$ cat src/rtl/buf_arb_pkg.sv
// Shared types and defaults for the buffer-port arbiter.
package buf_arb_pkg;

    typedef enum logic [1:0] {
        ST_IDLE  = 2'd0,
        ST_ISSUE = 2'd1,
        ST_RESP  = 2'd2,
        ST_DONE  = 2'd3
    } arb_state_t;

    localparam int DEF_ADDR_W = 8;
    localparam int DEF_DATA_W = 32;
    localparam int TO_CNT_W   = 8;

endpackage

$ cat src/rtl/buf_arbiter_rr_pick2.sv
// Combinational two-way round-robin select: on a tie, the requester that
// was not granted last wins.
module rr_pick2 (
    input  logic [1:0] req,
    input  logic       last,
    output logic       grant_valid,
    output logic       grant_idx
);

    assign grant_valid = |req;
    assign grant_idx   = (req == 2'b11) ? ~last : req[1];

endmodule

$ cat src/rtl/buf_arbiter.sv
// Round-robin arbiter sharing the buffer port between the Wishbone front end (M0)
// and the SPI engine (M1). Optional ISSUE timeout with ERR pulses: BUF_ARB_TIMEOUT_EN.
module buf_arbiter
    import buf_arb_pkg::*;
#(
    parameter int ADDR_W = DEF_ADDR_W,
    parameter int DATA_W = DEF_DATA_W
`ifdef BUF_ARB_TIMEOUT_EN
    ,
    parameter int TIMEOUT = 15
`endif
) (
    input  logic              WB_CLK_I,
    input  logic              WB_RST_N_I,
    input  logic              M0_REQ_I,
    input  logic              M0_WE_I,
    input  logic [ADDR_W-1:0] M0_ADR_I,
    input  logic [DATA_W-1:0] M0_DAT_I,
    output logic [DATA_W-1:0] M0_DAT_O,
    output logic              M0_ACK_O,
    input  logic              M1_REQ_I,
    input  logic              M1_WE_I,
    input  logic [ADDR_W-1:0] M1_ADR_I,
    input  logic [DATA_W-1:0] M1_DAT_I,
    output logic [DATA_W-1:0] M1_DAT_O,
    output logic              M1_ACK_O,
`ifdef BUF_ARB_TIMEOUT_EN
    output logic              M0_ERR_O,
    output logic              M1_ERR_O,
`endif
    output logic              BUF_STB_O,
    output logic              BUF_WR,
    output logic [ADDR_W-1:0] BUF_ADDR_O,
    output logic [DATA_W-1:0] BUF_DATA_O,
    input  logic [DATA_W-1:0] BUF_DATA_I,
    input  logic              BUF_ACK
);

    arb_state_t        state;
    logic              last_ptr;
    logic              gnt_idx;
    logic [1:0]        pick_req;
    logic              pick_valid;
    logic              pick_idx;
    logic              sel_we;
    logic [ADDR_W-1:0] sel_adr;
    logic [DATA_W-1:0] sel_dat;

`ifdef BUF_ARB_TIMEOUT_EN
    localparam logic [TO_CNT_W-1:0] TO_LIMIT = TO_CNT_W'(TIMEOUT - 1);
    logic [TO_CNT_W-1:0] to_cnt;
`endif

    // In DONE the requester just served is masked so it has a cycle to drop REQ.
    always_comb begin
        pick_req = 2'b00;
        if (state == ST_IDLE)
            pick_req = {M1_REQ_I, M0_REQ_I};
        else if (state == ST_DONE)
            pick_req = gnt_idx ? {1'b0, M0_REQ_I} : {M1_REQ_I, 1'b0};
    end

    rr_pick2 u_pick (
        .req         (pick_req),
        .last        (last_ptr),
        .grant_valid (pick_valid),
        .grant_idx   (pick_idx)
    );

    assign sel_we  = pick_idx ? M1_WE_I  : M0_WE_I;
    assign sel_adr = pick_idx ? M1_ADR_I : M0_ADR_I;
    assign sel_dat = pick_idx ? M1_DAT_I : M0_DAT_I;

    always_ff @(posedge WB_CLK_I or negedge WB_RST_N_I) begin
        if (!WB_RST_N_I) begin
            state      <= ST_IDLE;
            last_ptr   <= 1'b1;
            gnt_idx    <= 1'b0;
            BUF_STB_O  <= 1'b0;
            BUF_WR     <= 1'b0;
            BUF_ADDR_O <= '0;
            BUF_DATA_O <= '0;
            M0_DAT_O   <= '0;
            M1_DAT_O   <= '0;
            M0_ACK_O   <= 1'b0;
            M1_ACK_O   <= 1'b0;
`ifdef BUF_ARB_TIMEOUT_EN
            M0_ERR_O   <= 1'b0;
            M1_ERR_O   <= 1'b0;
            to_cnt     <= '0;
`endif
        end else begin
            M0_ACK_O <= 1'b0;
            M1_ACK_O <= 1'b0;
`ifdef BUF_ARB_TIMEOUT_EN
            M0_ERR_O <= 1'b0;
            M1_ERR_O <= 1'b0;
`endif
            case (state)
                ST_IDLE, ST_DONE: begin
                    if (pick_valid) begin
                        gnt_idx    <= pick_idx;
                        last_ptr   <= pick_idx;
                        BUF_STB_O  <= 1'b1;
                        BUF_WR     <= sel_we;
                        BUF_ADDR_O <= sel_adr;
                        BUF_DATA_O <= sel_dat;
`ifdef BUF_ARB_TIMEOUT_EN
                        to_cnt     <= '0;
`endif
                        state      <= ST_ISSUE;
                    end else begin
                        state <= ST_IDLE;
                    end
                end
                ST_ISSUE: begin
                    if (BUF_ACK) begin
                        if (gnt_idx) begin
                            M1_ACK_O <= 1'b1;
                            if (!BUF_WR) M1_DAT_O <= BUF_DATA_I;
                        end else begin
                            M0_ACK_O <= 1'b1;
                            if (!BUF_WR) M0_DAT_O <= BUF_DATA_I;
                        end
                        BUF_STB_O <= 1'b0;
                        BUF_WR    <= 1'b0;
                        state     <= ST_RESP;
                    end
`ifdef BUF_ARB_TIMEOUT_EN
                    // A BUF_ACK arriving on the limit cycle takes the branch above.
                    else if (to_cnt == TO_LIMIT) begin
                        if (gnt_idx) M1_ERR_O <= 1'b1;
                        else         M0_ERR_O <= 1'b1;
                        BUF_STB_O <= 1'b0;
                        BUF_WR    <= 1'b0;
                        state     <= ST_RESP;
                    end else begin
                        to_cnt <= to_cnt + 1'b1;
                    end
`endif
                end
                ST_RESP: state <= ST_DONE;
                default: state <= ST_IDLE;
            endcase
        end
    end

endmodule

$ cat config.mk
export PLATFORM = sky130hd
export DESIGN_NAME = buf_arbiter
export DESIGN_NICKNAME = d
export VERILOG_FILES = /design/src/rtl/buf_arb_pkg.sv /design/src/rtl/buf_arbiter_rr_pick2.sv /design/src/rtl/buf_arbiter.sv
export SDC_FILE = /design/constraint.sdc
export NUM_CORES = 1
export LEC_CHECK = 0
export ABC_AREA = 1
export BUFFER_PORTS_ARGS = -buffer_cell sky130_fd_sc_hd__buf_2
export CAP_MARGIN = 0
export CELL_PAD_IN_SITES_DETAIL_PLACEMENT = 1
export CELL_PAD_IN_SITES_GLOBAL_PLACEMENT = 2
export CORE_UTILIZATION = 26
export CTS_CLUSTER_DIAMETER = 200
export DETAILED_ROUTE_END_ITERATION = 12
export GPL_TIMING_DRIVEN = 0
export HOLD_SLACK_MARGIN = 0.05
export PLACE_DENSITY_LB_ADDON = 0.1
export SKIP_CTS_REPAIR_TIMING = 1
export SYNTH_ARGS = -nofsm -noshare
export SYNTH_HDL_FRONTEND = slang
export SYNTH_SLANG_ARGS = --single-unit
$ cat constraint.sdc
create_clock -name WB_CLK_I -period 1.7 [get_ports WB_CLK_I]
set_input_delay 0.425 -clock WB_CLK_I [delete_from_list [all_inputs] [get_ports WB_CLK_I]]
set_output_delay 0.425 -clock WB_CLK_I [all_outputs]
set_load 0.005 [all_outputs]
---- After elaboration in Yosys (flattened, before gate mapping) ----
Cells that the tools add are included.
storage, ports and cells
  flip-flop bits (word level) ............. 112
  input port bits ......................... 119
  output and inout bits ................... 108
  word-level logic and storage cells ...... 49
operators by class
  eq/ne operators ......................... 6
  multiplexer cells ....................... 21
  bitwise operators ....................... 3
  reductions and logical operators ........ 8
operators by type and width
  operator              count
  $mux W32              1
  $mux W1               12
  $mux W2               4
  $mux W8               1
  $reduce_and A4 Y1     2
  $eq A2 B2 Y1 const B  3
  $pmux W2 S3           1
  $ne A2 B2 Y1 const B  2
  $pmux W1 S2           2
  $reduce_or A2 Y1      2
  $not A1 Y1            3
  $reduce_and A3 Y1     1
  $eq A2 B1 Y1 const B  1
  $logic_not A2 Y1      1
  $reduce_and A2 Y1     1
  $reduce_bool A2 Y1    1

---- Logic depth before layout (Yosys ltp) ----
Gate-level depths: netlist (run 1).
  word-level depth ........................ 8
  gate-level depth with buffers ........... 11
  gate-level depth less buffers ........... 10

---- By module ----
Synthesis (run 1) repeated with hierarchy kept, for this count alone.
second synthesis, totals
  cells, all modules ...................... 516
  area, all modules ....................... 4,794.6 µm²
by module, submodules not included
  module       times used  cells each  area an instance (µm²)  sequential area each (µm²)
  buf_arbiter  1           513         4,779.6                 2,803.9
  rr_pick2     1           3           15.0                    0.0

---- Worst setup path before layout (run 1) ----
OpenSTA, ideal clock, no wires.
  path type ............................... reg-to-reg
  start ................................... register state[0]
  end ..................................... register BUF_ADDR_O[0]
  library setup time ...................... 0.117 ns
  arrival time ............................ 1.416 ns
  required time ........................... 1.583 ns
  setup slack ............................. 0.166 ns
  stages on the path, launching flop included .. 10
  path buffers ............................ 1
  cell sequence ........................... dfrtp_1 -> inv_1 -> ha_1 -> inv_1 -> nand2_1 -> nand3_2 -> clkbuf_1 -> nand3b_1 -> nand3_1 -> nand2_1
between the ends
  cells in the longest elaborated chain, start to end .. 6
RTL lines
  what                      line                                  RTL
  start: declaration        buf_arbiter.sv:39                     arb_state_t state;
  start signal: assignment  buf_arbiter.sv:76                     state <= ST_IDLE;
  start signal: assignment  buf_arbiter.sv:111                    state <= ST_ISSUE;
  start signal: assignment  buf_arbiter.sv:113                    state <= ST_IDLE;
  $eq A2 B2 Y1              buf_arbiter.sv:59, buf_arbiter.sv:99
  $mux W2                   buf_arbiter.sv:59                     else if (state == ST_DONE)
  $mux W2                   buf_arbiter.sv:57                     if (state == ST_IDLE)
  $eq A2 B2 Y1              buf_arbiter_rr_pick2.sv:11            assign grant_idx = (req == 2'b11) ? ~last : req[1];
  $mux W1                   buf_arbiter_rr_pick2.sv:11
  $mux W8                   buf_arbiter.sv:71                     assign sel_adr = pick_idx ? M1_ADR_I : M0_ADR_I;
  end signal: assignment    buf_arbiter.sv:106                    BUF_ADDR_O <= sel_adr;
  end: declaration          buf_arbiter.sv:33                     output logic [ADDR_W-1:0] BUF_ADDR_O,
Parallel ways exist; a longest one is shown, timed or not.
A chain may end at the register's enable or synchronous reset.

---- Final worst setup path (run 1) ----
  start ................................... register state[0]
  end ..................................... register BUF_DATA_O[31]
between the ends
  cells in the longest elaborated chain, start to end .. 6
RTL lines
  what                    line                                  RTL
  $eq A2 B2 Y1            buf_arbiter.sv:59, buf_arbiter.sv:99
  $mux W2                 buf_arbiter.sv:59
  $mux W2                 buf_arbiter.sv:57
  $eq A2 B2 Y1            buf_arbiter_rr_pick2.sv:11
  $mux W1                 buf_arbiter_rr_pick2.sv:11
  $mux W32                buf_arbiter.sv:72                     assign sel_dat = pick_idx ? M1_DAT_I : M0_DAT_I;
  end signal: assignment  buf_arbiter.sv:107                    BUF_DATA_O <= sel_dat;
  end: declaration        buf_arbiter.sv:34                     output logic [DATA_W-1:0] BUF_DATA_O,
Parallel ways exist; a longest one is shown, timed or not.

==> impl_summary.txt, run 1 <==
----------------------------------------------------
[Status]
  Status ... complete, no violations

[Global route]
  Antenna violations before repair ... 2
  First-pass GRT wire length ... 26.9 mm
  Number of global-route vias before repair ... 5102
  Pin count of the biggest net entering global routing ... 90
  Grt total ovfl ... 0
  Overall fraction of global-route tracks in use ... 17.3%

[Pwr]
  Power density over the cells ... 1740 nW/um^2
  Combinational group share of total power ... 45.0%
  Share of total power consumed by net switching ... 39.4%
  Switch Pwr ... 4850 uW
  Relative contribution of sequential cells to total power ... 37.4%
  Cell internal pwr ... 7460 uW
  Max VDD drop ... 0.482 mV
  Leakage power figure ... 0.00403 uW
  Final Power ... 12300 uW
  Clock network power share ... 17.6%

[Place]
  HPWL reported at the end of detailed placement ... 12.4 mm
  Global placement routability congestion ... 0.729
  Total placed cells including tap cells ... 1082
  I/O Buffers ... 226
  Total placed instance area ... 6510 sq um

[Detailed routing]
  Drt drc ... 0
  Wirelength per Cell ... 15.1 um
  Initial DRT Pass Iterations ... 4
  Aggregate routed wire length ... 16.7 mm
  Routed vias ... 4833
  Avg Vias per Cell ... 4.36
  Post-route ant nets ... 0
  Drt initial violations ... 157

[Setup path]
  Capturing instance or port of the critical path ... BUF_DATA_O[31]$_DFFE_PN0P_
  Worst setup EP type ... flop
  Beginning of the critical path ... state[0]$_DFFE_PN0P_
  Worst reg2reg path depth ... 11
  Source of the worst register-to-register timing path ... state[0]$_DFFE_PN0P_
  Biggest fanout along the worst timing path ... 10
  Data required, critical path ... 1940 ps
  Crit path launch type ... flop
  Data arrival, critical path ... 1850 ps
  Endpoint of the worst-slack reg-to-reg timing path ... BUF_DATA_O[31]$_DFFE_PN0P_
  Reg2reg setup slack ... 90 ps
  Kind of critical path ... reg2reg

[Timing]
  Peak Freq ... 621 MHz
  Slew Limit Fails ... 0
  Worst Hold Slack ... 315 ps
  Final min period ... 1610 ps
  Final hold vios ... 0
  Relative slew margins ... 67.4%
  Worst Clk Skew ... 7.98 ps
  Endpoints failing setup ... 0
  Final period utilization ... 94.7%
  Slew at the pin with the worst max-slew slack ... 490 ps
  RSZ-0062 raised after global routing ... yes
  TNS Setup ... 0 ps

[Yosys]
  Most instantiated flip-flop cell in the synthesis netlist ... dfrtp_1
  Mean post-synth cell area ... 8.44 sq um
  Syn nets ... 718
  Unique cell type count in the Yosys netlist ... 19
  Top cell type by total area after synthesis ... dfrtp_1
  Cell area after synthesis ... 5020 sq um
  Most numerous cell types in the synthesized netlist ... nand2_1 (199), dfrtp_1 (111), inv_1 (80)
  Warnings, synthesis ... 0
  Most repeated cell in the gate-level netlist after synthesis ... nand2_1
  Sequential cell area fraction in the yosys report ... 55.9%
  Post-synth EDFFs ... 0
  Synthesis-stage register bit count ... 112
  Post-Synthesis Cells ... 595
  Ys async rst share ... 100%
  Area contributors post-synth ... dfrtp_1 (55%), nand2_1 (15%), inv_1 (6.0%), nand3b_1 (6.0%), o21ai_0 (5.6%)
  Post-synth top area share ... 55.3%

[Cells and area]
  Post-route cell area ... 7090 sq um
  Area growth syn-to-layout ... 41.3%
  Proportion of layout cells with a drive suffix above 1 ... 36.1%
  Net count reported at finish ... 965
  Post-route non-filler standard cell count ... 1108

[Floorplanning]
  DIE HEIGHT ... 141 um
  Number of cell rows ... 50
  Ports placed on the boundary ... 227
  Starting density of the core ... 26.7%
  Die area ... 19900 sq um
  Core outline area ... 18800 sq um
  Die W ... 141 um

[Clock tree]
  Source-to-sink clock delay at the later pin of the worst-skew pair ... 350 ps
  Root Driver ... clkbuf_16
  Post-CTS clock slew at the launch and capture registers of the worst setup and hold paths ... 80 ps
  Number of CTS-inserted buffers ... 9
  CTS tree ... done
  TritonCTS sink count ... 112
  Buffer depth of the longest clock path ... 2
  H-Tree Level Count ... 3

[Run]
  MaxCap Viol Count ... 0

[Min path]
  Min-delay worst type ... in2reg
  Number of cells on the worst hold path ... 3

----------------------------------------------------
power by group through the flow:
| stage | combinational (uW) | clock (uW) | sequential [uW] |
|---|---|---|---|
| after floorplan | 2550 | 0 | 4690 |
| after global placement | 4880 | 0 | 4590 |
| after detailed placement | 5040 | 0 | 4630 |
| after CTS | 5050 | 2280 | 4600 |
| after global routing | 6280 | 2370 | 4780 |
| final | 5540 | 2160 | 4610 |
flip-flops by register name (all words and copies together) (netlist names):
register and count:
BUF_DATA_O 32, M1_DAT_O 32, state 2, M0_ACK_O 1
BUF_STB_O 1, BUF_WR 1, M0_DAT_O 32, last_ptr 1
gnt_idx 1, M1_ACK_O 1, BUF_ADDR_O 8
kinds of logic (layout without fill, tap and decap cells):
| group | count (synthesis) | after routing | share of synthesized area [%] |
|---|---|---|---|
| compound gates | 68 | 68 | 7.05 |
| other cells | 0 | 1 | 0 |
| flops | 112 | 112 | 55.9 |
| buf+inv | 115 | 367 | 9.22 |
| fa+ha+maj | 4 | 4 | 0.997 |
| simple gates | 296 | 296 | 26.9 |
metal layers:
layer / vias to the layer above / wire (um) / global-route usage (%)
li1: 2355 / - / -
met1: 2340 / 7540 / 21.7
met4: 2 / 147 / 5.03
met2: 124 / 7920 / 28.7
met3: 12 / 1070 / 5.30
met5: - / 13 / 0
final cells by class:
cell class,instances,area (sq um)
fillers,2307,11700
flip-flops and latches,112,2810
multi-input cells,368,1830
repair buffers,237,1260
well taps,260,325
inverters,82,315
plain buffers,32,255
clock buffers,10,239
clock inverters,6,61.3
diodes,1,2.50
how the worst min path moves through the flow:
| stage | startpoint | to | slack [ps] |
|---|---|---|---|
| floorplan | WB_RST_N_I | BUF_ADDR_O[0]$_DFFE_PN0P_ | 130 |
| global placement | BUF_DATA_O[4]$_DFFE_PN0P_ | BUF_DATA_O[4]$_DFFE_PN0P_ | 460 |
| detailed placement | WB_RST_N_I | BUF_DATA_O[22]$_DFFE_PN0P_ | 310 |
| CTS | WB_RST_N_I | BUF_DATA_O[22]$_DFFE_PN0P_ | -90 |
| global route | BUF_DATA_I[23] | M0_DAT_O[23]$_DFFE_PN0P_ | 310 |
| finish | BUF_DATA_I[21] | M0_DAT_O[21]$_DFFE_PN0P_ | 310 |
metrics by stage:
stage          util (%)  setup slack [ps]
6_report           37.7              90.4
5_1_grt            37.7             -10.7
4_1_cts            36.2              -248
3_5_place_dp       34.6              -213
3_3_place_gp       34.4             -1350
2_1_floorplan         -               166
cells in the final DEF (no fill, tap or decap), drive strengths merged:
master	synthesis	routed
a21oi	1	1
dfstp	1	1
clkinvlp	0	1
nor3	2	2
nand2	202	202
clkbuf	16	25
clkinv	0	2
o21ai	66	66
diode	0	1
inv	82	85
dlygate4sd3	0	1
dfrtp	111	111
o211ai	1	1
nand3b	40	40
ha	4	4
buf	17	253
nand3	50	50
nor2	2	2
worst max-delay path, cell delays in order (launching register included):
cell and delay (ps):
dfrtp_1 410, buf_4 160, ha_4 160, nand2_2 70
nand2_2 80, nand2_2 70, nand2_2 70, nand2_4 150
inv_8 70, buf_6 140, nand3_1 80, nand2_1 50
Power figures use the tool's default switching activity.
==> run 2, diff against run 1 <==
--- a/config.mk
+++ b/config.mk
@@ -9,8 +9,8 @@
 export BUFFER_PORTS_ARGS = -buffer_cell sky130_fd_sc_hd__buf_2
 export CAP_MARGIN = 0
 export CELL_PAD_IN_SITES_DETAIL_PLACEMENT = 1
-export CELL_PAD_IN_SITES_GLOBAL_PLACEMENT = 2
-export CORE_UTILIZATION = 26
+export CELL_PAD_IN_SITES_GLOBAL_PLACEMENT = 1
+export CORE_UTILIZATION = 33
 export CTS_CLUSTER_DIAMETER = 200
 export DETAILED_ROUTE_END_ITERATION = 12
 export GPL_TIMING_DRIVEN = 0
==> run 2 against run 1 <==
The run now ends with design-rule violations left. Count of clock-buffer cells in the layout is the same. Combinational power is 5.6% lower. Design area decreased by 3.3%. Global-route usage is 3.3 points higher. Highest routed layer is now met4. Sequential cell count unchanged. Clock power decreased by 7%. Non-clock buffer count decreased by 7.
==> impl_summary.txt, run 2 (synthesis gave the netlist of run 1 again) <==
----------------------------------------------------
[Status]
  Status ... complete, but fails checks
  Violations in the final reports ... design-rule violations

[Setup path]
  Kind of critical path ... reg2reg
  Data required, critical path ... 1940 ps (about the same)
  Data arrival, critical path ... 1850 ps (about the same)
  Crit path launch type ... flop
  Biggest fanout along the worst timing path ... 10 (unchanged)
  Worst setup EP type ... flop

[Timing]
  Post-route setup slack ... 92.7 ps (+2.28 ps)
  Worst Clk Skew ... 3.97 ps (-4.00 ps)
  Slew at the pin with the worst max-slew slack ... 428 ps (-61.9 ps)
  Endpoints failing setup ... 0 (unchanged)
  RSZ-0062 raised after global routing ... yes
  Final min period ... 1610 ps (-2.28 ps)
  Final hold vios ... 0 (unchanged)
  Final period utilization ... 94.5% (-0.13 points)
  Relative slew margins ... 71.5% (+4.1 points)
  Slew Limit Fails ... 0 (unchanged)
  TNS Setup ... 0 ps (unchanged)
  Peak Freq ... 622 MHz (+0.14%)

[Clock tree]
  TritonCTS sink count ... 112 (unchanged)
  Buffer depth of the longest clock path ... 2 (unchanged)
  Root Driver ... clkbuf_16
  Post-CTS clock slew at the launch and capture registers of the worst setup and hold paths ... 70 ps (about the same)
  H-Tree Level Count ... 3 (unchanged)
  Number of CTS-inserted buffers ... 9 (unchanged)
  Source-to-sink clock delay at the later pin of the worst-skew pair ... 350 ps (about the same)
  CTS tree ... done

[Cells and area]
  Sequential cell area ... 2800 sq um (about the same)
  Fill count ... 1853 (-20%)
  Proportion of layout cells with a drive suffix above 1 ... 34.9% (-1.2 points)
  Leading cell type in the layout, fill and taps excluded ... buf_2
  Most used cells in the layout excluding fill and tap cells ... buf_2 (229), nand2_1 (196), dfrtp_1 (111)
  Largest regs ... BUF_DATA_O: 32 flops, M0_DAT_O: 32 flops, M1_DAT_O: 32 flops
  Diode count ... 0 (-1)
  Net count reported at finish ... 958 (-0.73%)
  Area taken by multi-input logic gates ... 1800 sq um (-1.6%)
  Area growth syn-to-layout ... 36.6%

[Floorplanning]
  DIE HEIGHT ... 125 um (-11%)
  Number of cell rows ... 44 (-12%)
  Core outline area ... 14700 sq um (-22%)
  Ports placed on the boundary ... 227 (unchanged)
  Die area ... 15700 sq um (-21%)
  Starting density of the core ... 34.2% (+7.5 points)
  Die W ... 125 um (-11%)

[Place]
  Dpl ws ... -194 ps (+18.9 ps)
  HPWL reported at the end of detailed placement ... 11.7 mm (-5.4%)
  Global placement routability congestion ... 0.765 (+4.9%)
  I/O Buffers ... 226 (unchanged)

[Detailed routing]
  Initial DRT Pass Iterations ... 10 (+6)
  Wirelength per Cell ... 15.2 um (+0.85%)
  Routed vias ... 4758 (-1.6%)
  Avg Vias per Cell ... 4.65 (+6.5%)
  Drt drc ... 11 (+11)
  Post-route ant nets ... 0 (unchanged)
  Drt initial violations ... 171 (+8.9%)
  Aggregate routed wire length ... 15.6 mm (-6.8%)

[Global route]
  Number of global-route vias before repair ... 5043 (-1.2%)
  Grt total ovfl ... 0 (unchanged)
  First-pass GRT wire length ... 25.5 mm (-5.0%)
  Antenna violations before repair ... 0 (-2)
  Pin count of the biggest net entering global routing ... 77 (-14%)
  Overall fraction of global-route tracks in use ... 20.7% (+3.3 points)

[Min path]
  Min-delay worst type ... in2reg

[Pwr]
  Max VDD drop ... 0.715 mV (+48%)
  Leakage power figure ... 0.00397 uW (-1.5%)
  Power density over the cells ... 1720 nW/um^2 (-0.59%)

[Run]
  MaxCap Viol Count ... 0 (unchanged)

----------------------------------------------------
run 2: changes by cell type in the layout (fill, tap and decap cells not counted), moves of 2 or more:
cell / before / now
buf_6: 9 / 11
clkbuf_1: 0 / 2
inv_8: 2 / 0
buf_4: 13 / 3
clkinv_2: 0 / 2
buf_8: 2 / 0
run 2: power breakdown:
| part | switching [uW] | internal, uW |
|---|---|---|
| Clock | 1010 | 1000 |
| Combinational | 2960 | 2270 |
| Sequential | 668 | 3930 |
| Total | 4640 | 7200 |
run 2: path summary, 6_finish.rpt:
check | slack [ps] | depth (start not counted) | end | startpoint
setup / recovery | 90 | 11 | BUF_DATA_O[27]$_DFFE_PN0P_ | state[0]$_DFFE_PN0P_
hold / removal | 320 | 3 | M0_DAT_O[24]$_DFFE_PN0P_ | BUF_DATA_I[24]
setup reg to reg | 90 | 11 | BUF_DATA_O[27]$_DFFE_PN0P_ | state[0]$_DFFE_PN0P_
hold reg to reg | 480 | 2 | BUF_DATA_O[13]$_DFFE_PN0P_ | BUF_DATA_O[13]$_DFFE_PN0P_
max in group asynchronous | 470 | 3 | M1_DAT_O[28]$_DFFE_PN0P_ | WB_RST_N_I
min in group asynchronous | 530 | 2 | BUF_ADDR_O[6]$_DFFE_PN0P_ | WB_RST_N_I
run 2: per-layer routing:
layer	up-vias	global-route usage (%)	routed length, um
met5	-	0	0
met4	0	5.38	158
met3	12	5.69	979
met2	127	35.3	7700
met1	2291	25.8	6730
li1	2328	-	-
run 2: worst max-delay path, stage by stage, from the launching register on:
cell     delay [ps]
dfrtp_1         410
inv_2            70
ha_1            200
inv_2            90
nand2_1          70
nand2_1          90
nand2_2          80
nand2_4         130
inv_4            70
buf_6           140
nand3_1          80
nand2_1          60
run 2: through the flow:
stage                     std cells  instance area (sq um)  hold slack (ps)  total power [uW]  util, %
after floorplan                 595                   5020              129              7240        -
after global placement         1005                   6380              458              9360     43.4
after detailed placement       1006                   6410              349              9600     43.6
after CTS                      1022                   6690            -36.4             11700     45.5
after global routing           1024                   6860              316             12900     46.7
final                          1024                   6860              320             11800     46.7
run 2: area by class of cell:
class,instances,share of cell area (%)
Multi-Input combinational cell,368,26.2
Timing Repair Buffer,230,17.5
Clock buffer,10,3.34
Sequential cell,112,40.9
Tap cell,184,3.36
Clock inverter,6,0.638
Buffer,32,3.52
Inverter,82,4.52
==> run 3, diff against run 2 <==
--- a/config.mk
+++ b/config.mk
@@ -5,13 +5,14 @@
 export SDC_FILE = /design/constraint.sdc
 export NUM_CORES = 1
 export LEC_CHECK = 0
-export ABC_AREA = 1
+export ABC_AREA = 0
 export BUFFER_PORTS_ARGS = -buffer_cell sky130_fd_sc_hd__buf_2
 export CAP_MARGIN = 0
 export CELL_PAD_IN_SITES_DETAIL_PLACEMENT = 1
 export CELL_PAD_IN_SITES_GLOBAL_PLACEMENT = 1
-export CORE_UTILIZATION = 33
+export CORE_UTILIZATION = 35
 export CTS_CLUSTER_DIAMETER = 200
+export CTS_CLUSTER_SIZE = 12
 export DETAILED_ROUTE_END_ITERATION = 12
 export GPL_TIMING_DRIVEN = 0
 export HOLD_SLACK_MARGIN = 0.05
==> run 3 against run 2 <==
The run ends with negative setup slack left. Synthesized area is 3.9% lower. Design area up 2.4%. Clock power about the same. Core utilization is 6.0 points higher. Wire length down 17%. Cell count down 28%. Power up 7.7%. Highest routed layer unchanged. Critical endpoint is now BUF_DATA_O[15]$_DFFE_PN0P_. Non-clock buffer count fell by 10. First-iteration DRC count down 50%. Critical path type unchanged. Synthesized cell count fell by 48%.
==> impl_summary.txt, run 3 <==
----------------------------------------------------
[Yosys]
  Most repeated cell in the gate-level netlist after synthesis ... mux2_2
  Ys async rst share ... 100% (unchanged)
  Top cell type by total area after synthesis ... dfrtp_1
  Post-synth top area share ... 57.6% (+2.2 points)
  Most instantiated flip-flop cell in the synthesis netlist ... dfrtp_1
  Mean post-synth cell area ... 15.5 sq um (+83%)
  Post-Synthesis Cells ... 312 (-48%)
  Syn nets ... 435 (-39%)
  Most numerous cell types in the synthesized netlist ... mux2_2 (136), dfrtp_1 (111), mux2_1 (8)
  Area contributors post-synth ... dfrtp_1 (58%), mux2_2 (32%), mux2_1 (1.9%), ha_1 (1.0%), buf_6 (0.93%)
  Unique cell type count in the Yosys netlist ... 30 (+11)
  Synthesis-stage register bit count ... 112 (unchanged)
  Sequential cell area fraction in the yosys report ... 58.1% (+2.3 points)
  Cell area after synthesis ... 4820 sq um (-3.9%)
  Post-synth EDFFs ... 0 (unchanged)
  Warnings, synthesis ... 0 (unchanged)

[Detailed routing]
  Wirelength per Cell ... 17.5 um (+15%)
  Post-route ant nets ... 0 (unchanged)
  Uppermost routed layer ... met4
  Met1 Wirelength ... 5.28 mm (-22%)
  Routed length on met3 ... 1.04 mm (+5.9%)
  Drt drc ... 0 (-11)
  Routed vias ... 3458 (-27%)
  Aggregate routed wire length ... 13.0 mm (-17%)
  Drt initial violations ... 85 (-50%)
  Amount of wire on met2 after detailed routing ... 6.44 mm (-16%)
  Avg Vias per Cell ... 4.67 (+0.57%)
  Initial DRT Pass Iterations ... 4 (-6)

[Floorplanning]
  Die area ... 14300 sq um (-9.2%)
  Starting density of the core ... 36.1% (+2.0 points)
  Number of cell rows ... 42 (-4.5%)
  Die W ... 119 um (-4.7%)
  DIE HEIGHT ... 119 um (-4.7%)
  Core outline area ... 13300 sq um (-9.2%)
  Ports placed on the boundary ... 227 (unchanged)

[Clock tree]
  Root Driver ... clkbuf_16
  Source-to-sink clock delay at the later pin of the worst-skew pair ... 350 ps (about the same)
  Buffer depth of the longest clock path ... 2 (unchanged)
  Post-CTS clock slew at the launch and capture registers of the worst setup and hold paths ... 70 ps (about the same)
  CTS tree ... done
  TritonCTS sink count ... 112 (unchanged)
  Number of CTS-inserted buffers ... 9 (unchanged)
  H-Tree Level Count ... 3 (unchanged)

[Global route]
  Number of global-route vias before repair ... 3720 (-26%)
  Pin count of the biggest net entering global routing ... 59 (-23%)
  First-pass GRT wire length ... 19.3 mm (-24%)
  Antenna violations before repair ... 1 (+1)
  Overall fraction of global-route tracks in use ... 17.7% (-3.0 points)
  Grt total ovfl ... 0 (unchanged)

[Setup path]
  Critical-path cell with the highest stage delay ... dfrtp_1
  Slowest cell delay on critical path ... 430 ps (+20 ps)
  Worst reg2reg path depth ... 8 (-3)
  Worst setup EP type ... flop
  Crit path launch type ... flop
  Data arrival, critical path ... 2240 ps (+390 ps)
  Buffers & Inverters on Critical Path ... 3 (-1)
  Endpoint of the worst-slack reg-to-reg timing path ... BUF_DATA_O[15]$_DFFE_PN0P_
  Data required, critical path ... 1930 ps (about the same)
  Path length in cells of the critical path ... 8 (-3)
  Cell breakdown of the critical path ... inv_2 > ha_4 > a21boi_4 > o21ai_4 > buf_6 > buf_8 > mux2_2 > mux2_4
  Reg2reg setup slack ... -310 ps (-400 ps)
  Kind of critical path ... reg2reg
  Beginning of the critical path ... state[1]$_DFFE_PN0P_
  Biggest fanout along the worst timing path ... 5 (-5)
  Source of the worst register-to-register timing path ... state[1]$_DFFE_PN0P_
  CP delay by family, top ... multiplexers
  Capturing instance or port of the critical path ... BUF_DATA_O[15]$_DFFE_PN0P_

[Cells and area]
  Fill count ... 1388 (-25%)
  Area growth syn-to-layout ... 45.6%
  Largest regs ... BUF_DATA_O: 32 flops, M0_DAT_O: 32 flops, M1_DAT_O: 32 flops
  Leading cell type in the layout, fill and taps excluded ... buf_2
  Post-route cell area ... 7020 sq um (+2.4%)
  Net count reported at finish ... 682 (-29%)
  Area taken by multi-input logic gates ... 2190 sq um (+22%)
  Most used cells in the layout excluding fill and tap cells ... buf_2 (225), dfrtp_1 (110), mux2_2 (91)
  Sequential cell area ... 2810 sq um (about the same)
  Proportion of layout cells with a drive suffix above 1 ... 75.7% (+41 points)

[Timing]
  Relative slew margins ... 50.7% (-21 points)
  Worst Clk Skew ... 8.86 ps (+4.89 ps)
  Slew at the pin with the worst max-slew slack ... 740 ps (+312 ps)
  Post-route setup slack ... -308 ps (-400 ps)
  Final hold vios ... 0 (unchanged)
  Peak Freq ... 498 MHz (-20%)
  RSZ-0062 raised after global routing ... yes
  Final period utilization ... 118% (+24 points)
  Final min period ... 2010 ps (+400 ps)
  Slew Limit Fails ... 0 (unchanged)
  Worst Hold Slack ... 127 ps (-193 ps)
  Endpoints failing setup ... 104 (+104)

[Pwr]
  Max VDD drop ... 0.715 mV (about the same)
  Leakage power figure ... 0.00356 uW (-10%)
  Power density over the cells ... 1810 nW/um^2 (+5.1%)

[Status]
  Violations in the final reports ... negative setup slack
  Status ... complete, but fails checks

[Place]
  Total placed instance area ... 6290 sq um (-2.0%)
  I/O Buffers ... 226 (unchanged)
  Global placement routability congestion ... 0.721 (-5.7%)
  HPWL reported at the end of detailed placement ... 9.41 mm (-20%)

[Run]
  MaxCap Viol Count ... 0 (unchanged)

[Min path]
  Min-delay worst type ... in2async

----------------------------------------------------
==> run 3: logic make-up after synthesis <==
| group | Yosys count | share of synthesized area, % |
|---|---|---|
| AND/OR/NAND/NOR | 17 | 2.13 |
| buffers and inverters | 20 | 2.65 |
| AO/OA/AOI/OAI | 14 | 2.26 |
| flip-flops | 112 | 58.1 |
| adder cells (fa/ha/maj) | 4 | 1.04 |
| multiplexers | 145 | 33.8 |
==> run 3: worst min-delay path by stage <==
stage / end
2_1_floorplan: BUF_ADDR_O[0]$_DFFE_PN0P_
3_3_place_gp: M1_DAT_O[31]$_DFFE_PN0P_
3_5_place_dp: M1_DAT_O[31]$_DFFE_PN0P_
4_1_cts: BUF_DATA_O[5]$_DFFE_PN0P_
5_1_grt: BUF_DATA_O[5]$_DFFE_PN0P_
6_report: BUF_ADDR_O[7]$_DFFE_PN0P_
==> run 3: area by class of cell <==
cell class	instances	area share, %
flip-flops and latches	112	39.9
multi-input cells	180	31.2
repair buffers	239	19.0
clock buffers	12	3.65
well taps	176	3.14
plain buffers	13	2.42
clock inverters	3	0.374
inverters	4	0.214
diodes	1	0.0356
==> run 3: worst reg2reg max path, delay by kind of cell (launching register included) <==
family          cells  cell delay (ps)
buf+inv             3              390
flops               1              430
mux                 2              590
fa+ha+maj           1              190
compound gates      2              300
==> run 3: metal layers <==
metal	global-route usage [%]	vias to the layer above
li1	-	1610
met1	20.5	1692
met2	30.2	143
met3	5.51	13
met4	7.66	0
met5	0	-
==> run 3: stage by stage <==
| step | TNS (ps) | total power, uW | utilization [%] | setup slack (ps) | std cells |
|---|---|---|---|---|---|
| floorplan | -6320 | 7600 | - | -172 | 312 |
| global placement | -154780 | 9570 | 46.9 | -1140 | 714 |
| detailed placement | -30570 | 9810 | 47.1 | -431 | 715 |
| CTS | -31270 | 11900 | 49.2 | -443 | 730 |
| global route | -30180 | 13600 | 52.6 | -382 | 740 |
| finish | -19470 | 12700 | 52.6 | -308 | 740 |
==> run 3: where the power goes <==
group | switching [uW] | total, uW | internal, uW
clock | 942 | 2020 | 1080
combinational | 2330 | 6010 | 3680
sequential | 711 | 4710 | 4000
